`src/rtl/regfile_exec_pkg.sv`:
```
// Shared types and constants for the register-file execute controller.
// The shifter opcodes are only legal when REGFILE_EXEC_SHIFT_EN is defined.
package regfile_exec_pkg;

    localparam int WIDTH_DEF = 32;
    localparam int AW_DEF    = 5;

    typedef enum logic [1:0] {
        ST_IDLE  = 2'd0,
        ST_FETCH = 2'd1,
        ST_EXEC  = 2'd2,
        ST_WB    = 2'd3
    } state_t;

    localparam logic [3:0] OP_ADD  = 4'd0;
    localparam logic [3:0] OP_SUB  = 4'd1;
    localparam logic [3:0] OP_AND  = 4'd2;
    localparam logic [3:0] OP_OR   = 4'd3;
    localparam logic [3:0] OP_XOR  = 4'd4;
    localparam logic [3:0] OP_SLT  = 4'd5;
    localparam logic [3:0] OP_SLTU = 4'd6;
    localparam logic [3:0] OP_SLL  = 4'd7;
    localparam logic [3:0] OP_SRL  = 4'd8;
    localparam logic [3:0] OP_SRA  = 4'd9;

    localparam logic [3:0] OP_LAST_LEGAL = OP_SRA;

endpackage

```
`src/rtl/regfile_exec_alu.sv`:
```
// Combinational ALU for the execute controller.
// REGFILE_EXEC_SHIFT_EN adds SLL/SRL/SRA; without it those opcodes flag illegal.
module regfile_exec_alu
    import regfile_exec_pkg::*;
#(
    parameter int WIDTH = WIDTH_DEF
) (
    input  logic [3:0]       op,
    input  logic [WIDTH-1:0] a,
    input  logic [WIDTH-1:0] b,
    output logic [WIDTH-1:0] result,
    output logic             illegal
);

    always_comb begin
        result  = '0;
        illegal = 1'b0;
        case (op)
            OP_ADD:  result = a + b;
            OP_SUB:  result = a - b;
            OP_AND:  result = a & b;
            OP_OR:   result = a | b;
            OP_XOR:  result = a ^ b;
            OP_SLT:  result = {{(WIDTH-1){1'b0}}, ($signed(a) < $signed(b))};
            OP_SLTU: result = {{(WIDTH-1){1'b0}}, (a < b)};
`ifdef REGFILE_EXEC_SHIFT_EN
            OP_SLL:  result = a << b[4:0];
            OP_SRL:  result = a >> b[4:0];
            OP_SRA:  result = $signed(a) >>> b[4:0];
`endif
            default: illegal = 1'b1;
        endcase
    end

endmodule

```
`src/rtl/regfile_exec_ctrl.sv`:
```
// Fetch/execute/write-back controller driving a 2R1W register file, one command per 4 cycles.
// Optional shifter opcodes via REGFILE_EXEC_SHIFT_EN (see regfile_exec_alu).
module regfile_exec_ctrl
    import regfile_exec_pkg::*;
#(
    parameter int WIDTH = WIDTH_DEF,
    parameter int AW    = AW_DEF
) (
    input  logic             clk,
    input  logic             rst,
    input  logic             cmd_valid,
    output logic             cmd_ready,
    input  logic [3:0]       cmd_op,
    input  logic [AW-1:0]    cmd_rs1,
    input  logic [AW-1:0]    cmd_rs2,
    input  logic [AW-1:0]    cmd_rd,
    output logic [AW-1:0]    rf_ra0,
    output logic [AW-1:0]    rf_ra1,
    input  logic [WIDTH-1:0] rf_rd0,
    input  logic [WIDTH-1:0] rf_rd1,
    output logic [AW-1:0]    rf_wa,
    output logic             rf_we,
    output logic [WIDTH-1:0] rf_wd,
    output logic             done_valid,
    output logic [WIDTH-1:0] done_result,
    output logic             done_err
);

    state_t           state_q;
    logic [3:0]       op_q;
    logic [AW-1:0]    rd_q;
    logic [WIDTH-1:0] opa_q, opb_q;
    logic             ready_q, we_q, dv_q, derr_q;
    logic [AW-1:0]    ra0_q, ra1_q, wa_q;
    logic [WIDTH-1:0] wd_q, dres_q;

    logic [WIDTH-1:0] alu_res;
    logic             alu_ill;

    regfile_exec_alu #(.WIDTH(WIDTH)) u_alu (
        .op      (op_q),
        .a       (opa_q),
        .b       (opb_q),
        .result  (alu_res),
        .illegal (alu_ill)
    );

    // Write-back outputs are loaded on the EXEC->WB edge so they are valid for exactly the WB cycle.
    always_ff @(posedge clk) begin
        if (rst) begin
            state_q <= ST_IDLE;
            op_q    <= '0;
            rd_q    <= '0;
            opa_q   <= '0;
            opb_q   <= '0;
            ready_q <= 1'b1;
            ra0_q   <= '0;
            ra1_q   <= '0;
            we_q    <= 1'b0;
            wa_q    <= '0;
            wd_q    <= '0;
            dv_q    <= 1'b0;
            dres_q  <= '0;
            derr_q  <= 1'b0;
        end else begin
            case (state_q)
                ST_IDLE: begin
                    if (cmd_valid && ready_q) begin
                        op_q    <= cmd_op;
                        rd_q    <= cmd_rd;
                        ra0_q   <= cmd_rs1;
                        ra1_q   <= cmd_rs2;
                        ready_q <= 1'b0;
                        state_q <= ST_FETCH;
                    end
                end
                ST_FETCH: begin
                    opa_q   <= rf_rd0;
                    opb_q   <= rf_rd1;
                    state_q <= ST_EXEC;
                end
                ST_EXEC: begin
                    we_q    <= !alu_ill && (rd_q != '0);
                    wa_q    <= rd_q;
                    wd_q    <= alu_res;
                    dv_q    <= 1'b1;
                    dres_q  <= alu_res;
                    derr_q  <= alu_ill;
                    state_q <= ST_WB;
                end
                ST_WB: begin
                    we_q    <= 1'b0;
                    dv_q    <= 1'b0;
                    derr_q  <= 1'b0;
                    ready_q <= 1'b1;
                    state_q <= ST_IDLE;
                end
                default: state_q <= ST_IDLE;
            endcase
        end
    end

    assign cmd_ready   = ready_q;
    assign rf_ra0      = ra0_q;
    assign rf_ra1      = ra1_q;
    assign rf_we       = we_q;
    assign rf_wa       = wa_q;
    assign rf_wd       = wd_q;
    assign done_valid  = dv_q;
    assign done_result = dres_q;
    assign done_err    = derr_q;

endmodule

```
`config.mk`:
```
export PLATFORM = sky130hd
export DESIGN_NAME = regfile_exec_ctrl
export DESIGN_NICKNAME = d
export VERILOG_FILES = /design/src/rtl/regfile_exec_pkg.sv /design/src/rtl/regfile_exec_alu.sv /design/src/rtl/regfile_exec_ctrl.sv
export SDC_FILE = /design/constraint.sdc
export NUM_CORES = 1
export LEC_CHECK = 0
export BUFFER_PORTS_ARGS = -buffer_cell sky130_fd_sc_hd__buf_2
export CAP_MARGIN = 20
export CELL_PAD_IN_SITES_DETAIL_PLACEMENT = 2
export CELL_PAD_IN_SITES_GLOBAL_PLACEMENT = 2
export CORE_AREA = 2 2 176 178
export DETAILED_ROUTE_END_ITERATION = 10
export DIE_AREA = 0 0 178 180
export GPL_ROUTABILITY_DRIVEN = 0
export PLACE_DENSITY = 0.91
export SYNTH_ARGS = -nofsm -noshare
export SYNTH_HDL_FRONTEND = slang
export SYNTH_SLANG_ARGS = --single-unit
```
`constraint.sdc`:
```
create_clock -name clk -period 3 [get_ports clk]
set_input_delay 0.75 -clock clk [delete_from_list [all_inputs] [get_ports clk]]
set_output_delay 0.75 -clock clk [all_outputs]
set_load 0.01 [all_outputs]
```
# --- Word-level counts from Yosys, hierarchy flattened ---
# Index checks and enable logic that the tools add are counted.
word_totals:
  in_bits: 86
  regBits: 126
  out_inout_bits: 83
  elab_cells: 49
op_classes:
  magnitude_cmp: 2
  muxes: 9
  n_bitwise: 3
  eq_ne: 10
  reduce_logical: 10
  n_addsub: 2
op_table:
  columns: ["op", "count"]
  rows:
  - ["one-hot mux 32 bit (7 select lines)", 1]
  - ["less-than comparator 32 bit", 2]
  - ["adder 32 bit", 1]
  - ["AND 32 bit", 1]
  - ["bitwise OR 32 bit", 1]
  - ["subtractor 32 bit", 1]
  - ["XOR 32 bit", 1]
  - ["== test 4 x 3 -> 1 bit (second input constant)", 3]
  - ["== test 4 x 2 -> 1 bit (second input constant)", 2]
  - ["one-hot mux 1 bit (2 select lines)", 4]
  - ["one-hot mux 2 bit (4 select lines)", 1]
  - ["OR reduction 7 bit", 1]
  - ["nonzero test 5 bit", 1]
  - ["== test 2 bit (second input constant)", 2]
  - ["== test 4 x 1 -> 1 bit (second input constant)", 1]
  - ["logical NOT 4 bit", 1]
  - ["AND reduction 2 bit", 2]
  - ["nonzero test 2 bit", 2]
  - ["== test 2 x 1 -> 1 bit (second input constant)", 1]
  - ["logical AND 1 bit", 2]
  - ["logical NOT 2 bit", 1]
  - ["two-way mux 1 bit", 2]
  - ["two-way mux 2 bit", 1]
  - ["inequality test 2 bit (second input constant)", 1]

# --- Longest topological paths before layout ---
logic_depth:
  ltp_word: 4
  depth_mapped: 12
  mapped_depth_nobuf: 12

# --- Hierarchy ---
# Synthesis repeated with hierarchy kept, for this count alone.
unflattened:
  hier_cells: 1237
  hier_area_um2: 9676.8
modules_own_cells:
  columns: ["mod", "seq_area_each_um2", "instances", "area_each_um2", "cells_each"]
  rows:
  - ["regfile_exec_alu", 0.0, 1, 4919.7, 763]
  - ["regfile_exec_ctrl", 2522.4, 1, 4757.1, 474]

# --- Worst setup path before layout ---
# OpenSTA, ideal clock, no wires.
synth_timing:
  kind: "reg-to-reg"
  start: "register opa_q[9]"
  end: "register dres_q[30], in the netlist done_result[30]"
  n_path_buf: 1
  setup_time_ps: 126
  slack_ps: 253
  t_arrival_ps: 2621
  synth_period_minus_slack_ps: 2747
  t_required_ps: 2874
  stages_incl_launch_ff: 13
  path_cell_list: "dfxtp_1 -> inv_1 -> ha_1 -> buf_2 -> nor4_4 -> o21a_1 -> a31o_4 -> o41ai_2 -> o41a_2 -> o41ai_2 -> a211oi_1 -> a211oi_1 -> a21oi_1"
synth_between:
  elab_chain_len: 2
  word_cells_on_any_way: 3
  classes_between: "add/sub: 2; mux: 1"
synth_lines:
  columns: ["element", "line", "text"]
  rows:
  - ["start: declaration", "regfile_exec_ctrl.sv:32", "logic [WIDTH-1:0] opa_q, opb_q;"]
  - ["start signal: assignment", "regfile_exec_ctrl.sv:78", "opa_q <= rf_rd0;"]
  - ["subtractor 32 bit or adder 32 bit (tied branches)", "regfile_exec_alu.sv:20, regfile_exec_alu.sv:19", null]
  - ["one-hot mux 32 bit (7 select lines) *", "regfile_exec_alu.sv:18", "case (op)"]
  - ["end signal: assignment", "regfile_exec_ctrl.sv:87", "dres_q <= alu_res;"]
  - ["end: declaration", "regfile_exec_ctrl.sv:35", "logic [WIDTH-1:0] wd_q, dres_q;"]
# Mark *: on every way between the ends. The rest lies on a longest branch, timed or not.
# A chain may end at the register's enable or synchronous reset.

# --- Worst setup path in the final report ---
layout_timing:
  start: "register opb_q[18]"
  end: "register dres_q[30], in the netlist done_result[30]"
layout_between:
  elab_chain_len: 2
  word_cells_on_any_way: 3
  classes_between: "add/sub: 2; mux: 1"
layout_lines:
  columns: ["element", "line", "text"]
  rows:
  - ["start: declaration", "regfile_exec_ctrl.sv:32", null]
  - ["start signal: assignment", "regfile_exec_ctrl.sv:79", "opb_q <= rf_rd1;"]
  - ["subtractor 32 bit or adder 32 bit (tied branches)", "regfile_exec_alu.sv:20, regfile_exec_alu.sv:19", null]
  - ["one-hot mux 32 bit (7 select lines) *", "regfile_exec_alu.sv:18", null]
# Marked as above.

==> impl_metrics.py <==
metrics = {
    "outcome": {
        "status": "finished, violations left",
        "violations": "negative setup slack",
    },
    "layout": {
        "fillers": 3402,
        "post-route-cell-area_um2": 12760,
        "regArea_um2": 2547,
        "drive_gt1_share_pct": 28.31,
        "nets": 1683,
        "diodes": 0,
        "syn_to_final_growth_pct": 29.27,
        "stdcell_count": 1897,
        "multiInputGateArea_um2": 6940,
    },
    "cts": {
        "cts-root-buf": "clkbuf_16",
        "cts_buffer_depth": 2,
        "cts_made_buffers": 17,
        "path_clk_slew_ps": 70,
        "cts_sinks": 126,
        "clock_latency_ps": 460,
        "cts_tree": "built",
        "h-tree-depth": 4,
    },
    "global_route": {
        "grt_overflow_total": 0,
        "antenna_found_initial": 1,
        "track_usage_pct": 29.71,
        "grt_pass1_vias": 12580,
        "grt_pass1_wl_um": 73330,
        "grt_max_degree": 96,
    },
    "setup_path": {
        "rr_startpoint": "opb_q[18]",
        "worstSetupPathType": "flip-flop to flip-flop",
        "cp-end-kind": "flip-flop",
        "cp_data_arrival_time_ps": 3580,
        "r2r-end": "done_result[30]",
        "critPathMaxFanout": 8,
        "required_ps": 3350,
        "start_kind": "flip-flop",
        "r2r_cells": 12,
        "rrSetupSlack_ps": -230,
    },
    "floorplan": {
        "die_h_um": 180,
        "die-area_um2": 32040,
        "die_w_um": 178,
        "ios": 169,
        "rows": 64,
        "coreArea_um2": 30190,
        "start_util_pct": 32.70,
    },
    "detailed_routing": {
        "dr.first_iter.drc_count": 853,
        "drc": 0,
        "first_pass_iters": 8,
        "via_per_inst": 6.126,
        "antenna_left": 0,
        "wl_per_cell_um": 28.84,
        "routed_wl_um": 54720,
        "dr_total_vias": 11620,
    },
    "synthesis": {
        "ys_types": 71,
        "synth_top_family_by_area": "compound AO/OA/AOI/OAI gates",
        "synth_edf_count": 0,
        "synth_nets": 1485,
        "syn_inst": 1290,
        "yosysSeqAreaShare_pct": 25.55,
        "synth-simple-area-share_pct": 17.28,
        "synthMuxAreaShare_pct": 7.300,
        "post_synth.cell_area_avg_um2": 7.653,
        "synth_compound_area_share_pct": 24.87,
        "synthFlopType": "dfxtp_1",
        "ys_warn_count": 0,
        "netlist_area_um2": 9872,
        "synthArstFlopShare_pct": 0,
        "ys_ff_latch": 126,
        "synthXorXnorAreaFrac_pct": 1.686,
        "synthAdderAreaFrac_pct": 13.97,
    },
    "min_path": {
        "min_from": "rf_ra0[3]",
        "worstHoldPathCells": 2,
        "hold_path_class": "flip-flop to flip-flop",
        "holdPathEnd": "rf_ra0[3]",
    },
    "place": {
        "dpl.cell_count": 1850,
        "port_buffers": 168,
        "dp.final_hpwl_um": 32450,
        "placed_area_um2": 11500,
        "place_ws_ps": -214.1,
    },
    "sta": {
        "hold_viol": 0,
        "setup_viol": 17,
        "period_share_pct": 107.6,
        "worstMarginPinSlew_ps": 879.4,
        "fmax_ghz": 0.3097,
        "min_period_ps": 3229,
        "slew_viol_final": 0,
        "skew_ps": 14.73,
        "rsz0062_at_grt": "true",
        "finalSetupTns_ps": -1521,
        "finalWorstSetupSlack_ps": -229.4,
        "slew_headroom_pct": 41.37,
    },
    "pwr": {
        "leakagePower_nw": 5.494,
        "p_per_area_nw_per_um2": 1081,
        "vdd_drop_max_v": 0.0005143,
        "power_mw": 13.80,
    },
    "job": {
        "maxCapViolCount": 0,
    },
}
cells by family after synthesis:
family                   Yosys count
AO/OA/AOI/OAI                    371
AND/OR/NAND/NOR                  381
adder cells (fa/ha/maj)          109
flip-flops                       126
XOR/XNOR                          19
multiplexers                      72
buffers and inverters            212
layout make-up:
type	instances	share of cell area [%]
clock inverters	13	1.275
multi-input cells	952	54.39
flip-flops and latches	126	19.96
well taps	396	3.883
clock buffers	19	3.471
inverters	103	3.098
repair buffers	288	13.92
worst max-delay path by stage:
stage               startpoint         endpoint  slack, ps
floorplan             opa_q[9]  done_result[30]        250
global placement      opb_q[0]  done_result[16]         50
detailed placement    opb_q[0]  done_result[16]       -210
CTS                   opa_q[0]  done_result[30]       -0.8
global route         opa_q[12]  done_result[23]       -260
finish               opb_q[18]  done_result[30]       -230
flip-flops by register name (all words and copies together) (netlist names):
register     count
done_err         1
rf_wa            5
opb_q           32
done_result     32
opa_q           32
rf_ra1           5
op_q             4
cmd_ready        1
rf_ra0           5
done_valid       1
rd_q             5
state_q          2
rf_we            1
synthesized netlist by cell type (9+ instances only):
master / count / share of area (%)
nand2_1: 111 / 4.2
o21bai_1: 16 / 1.2
o21ai_0: 74 / 3.8
a21oi_1: 110 / 5.6
nand3_1: 21 / 1.1
nand2b_1: 16 / 1.0
xnor2_1: 18 / 1.6
o21a_1: 12 / 0.91
a221oi_1: 19 / 1.7
a21o_1: 15 / 1.1
mux2i_1: 72 / 7.3
clkbuf_1: 69 / 2.6
a31oi_1: 9 / 0.57
buf_4: 32 / 2.4
nor2_1: 148 / 5.6
nor3_1: 31 / 1.6
dfxtp_1: 126 / 26
ha_1: 107 / 14
a22oi_1: 14 / 1.1
inv_1: 101 / 3.8
and3_1: 11 / 0.70
a211oi_1: 13 / 0.99
worst max-delay path: stages, from the launching register on:
cell and delay [ps]:
dfxtp_2 350, inv_1 60, ha_2 390, buf_6 180
clkinvlp_4 140, a311oi_2 380, o41ai_1 190, a21oi_1 310
o41a_4 260, o41ai_4 80, a221o_1 410, nor4_2 260
a21oi_1 110
power breakdown:
part / switching, mW / internal [mW] / total (mW)
sequential: 0.357 / 2.02 / 2.38
combinational: 5.73 / 3.44 / 9.17
clock: 0.921 / 1.33 / 2.25
cell usage in the layout, fill, tap and decap left out, types with 10 or more instances in the layout:
cell type	synthesis	routed
o21ai_0	74	60
buf_2	6	167
nor3_1	31	25
dfxtp_1	126	114
a22oi_1	14	14
nand2_1	111	111
clkbuf_16	0	17
inv_1	101	95
nand2b_1	16	15
nand3_1	21	20
ha_1	107	91
buf_4	32	117
mux2i_1	72	72
a21oi_1	110	104
o21a_1	12	12
o21ai_1	3	10
a221oi_1	19	14
xnor2_1	18	17
a211oi_1	13	10
nor2_1	148	145
o21bai_1	16	15
a21o_1	15	15
and3_1	11	11
per-stage QoR:
stage | hold WS (ps) | util (%)
finish | 458.6 | 42.27
global route | 492.9 | 42.27
detailed placement | 454.4 | 38.10
global placement | 439.9 | 38.10
CTS | 463.0 | 40.66
floorplan | 448.6 | -
layer usage:
metal | track usage, % | vias to the layer above | part of all wire (%)
met3 | 7.107 | 308 | 8.1
met2 | 51.29 | 726 | 48
li1 | - | 4894 | -
met1 | 32.96 | 5691 | 36
met5 | 0 | - | 0.024
met4 | 17.21 | 2 | 7.3
timing repair:
| item | in CTS | in global routing |
|---|---|---|
| setup buffers | 1 | 14 |
| gates resized for setup | 36 | 99 |
| hold buffers | 0 | 0 |
| gates cloned | 0 | 0 |
| endpoints found under the setup margin | 21 | 25 |
| pin swaps | 5 | 17 |
Note: power is estimated with default switching activity, not from simulation.
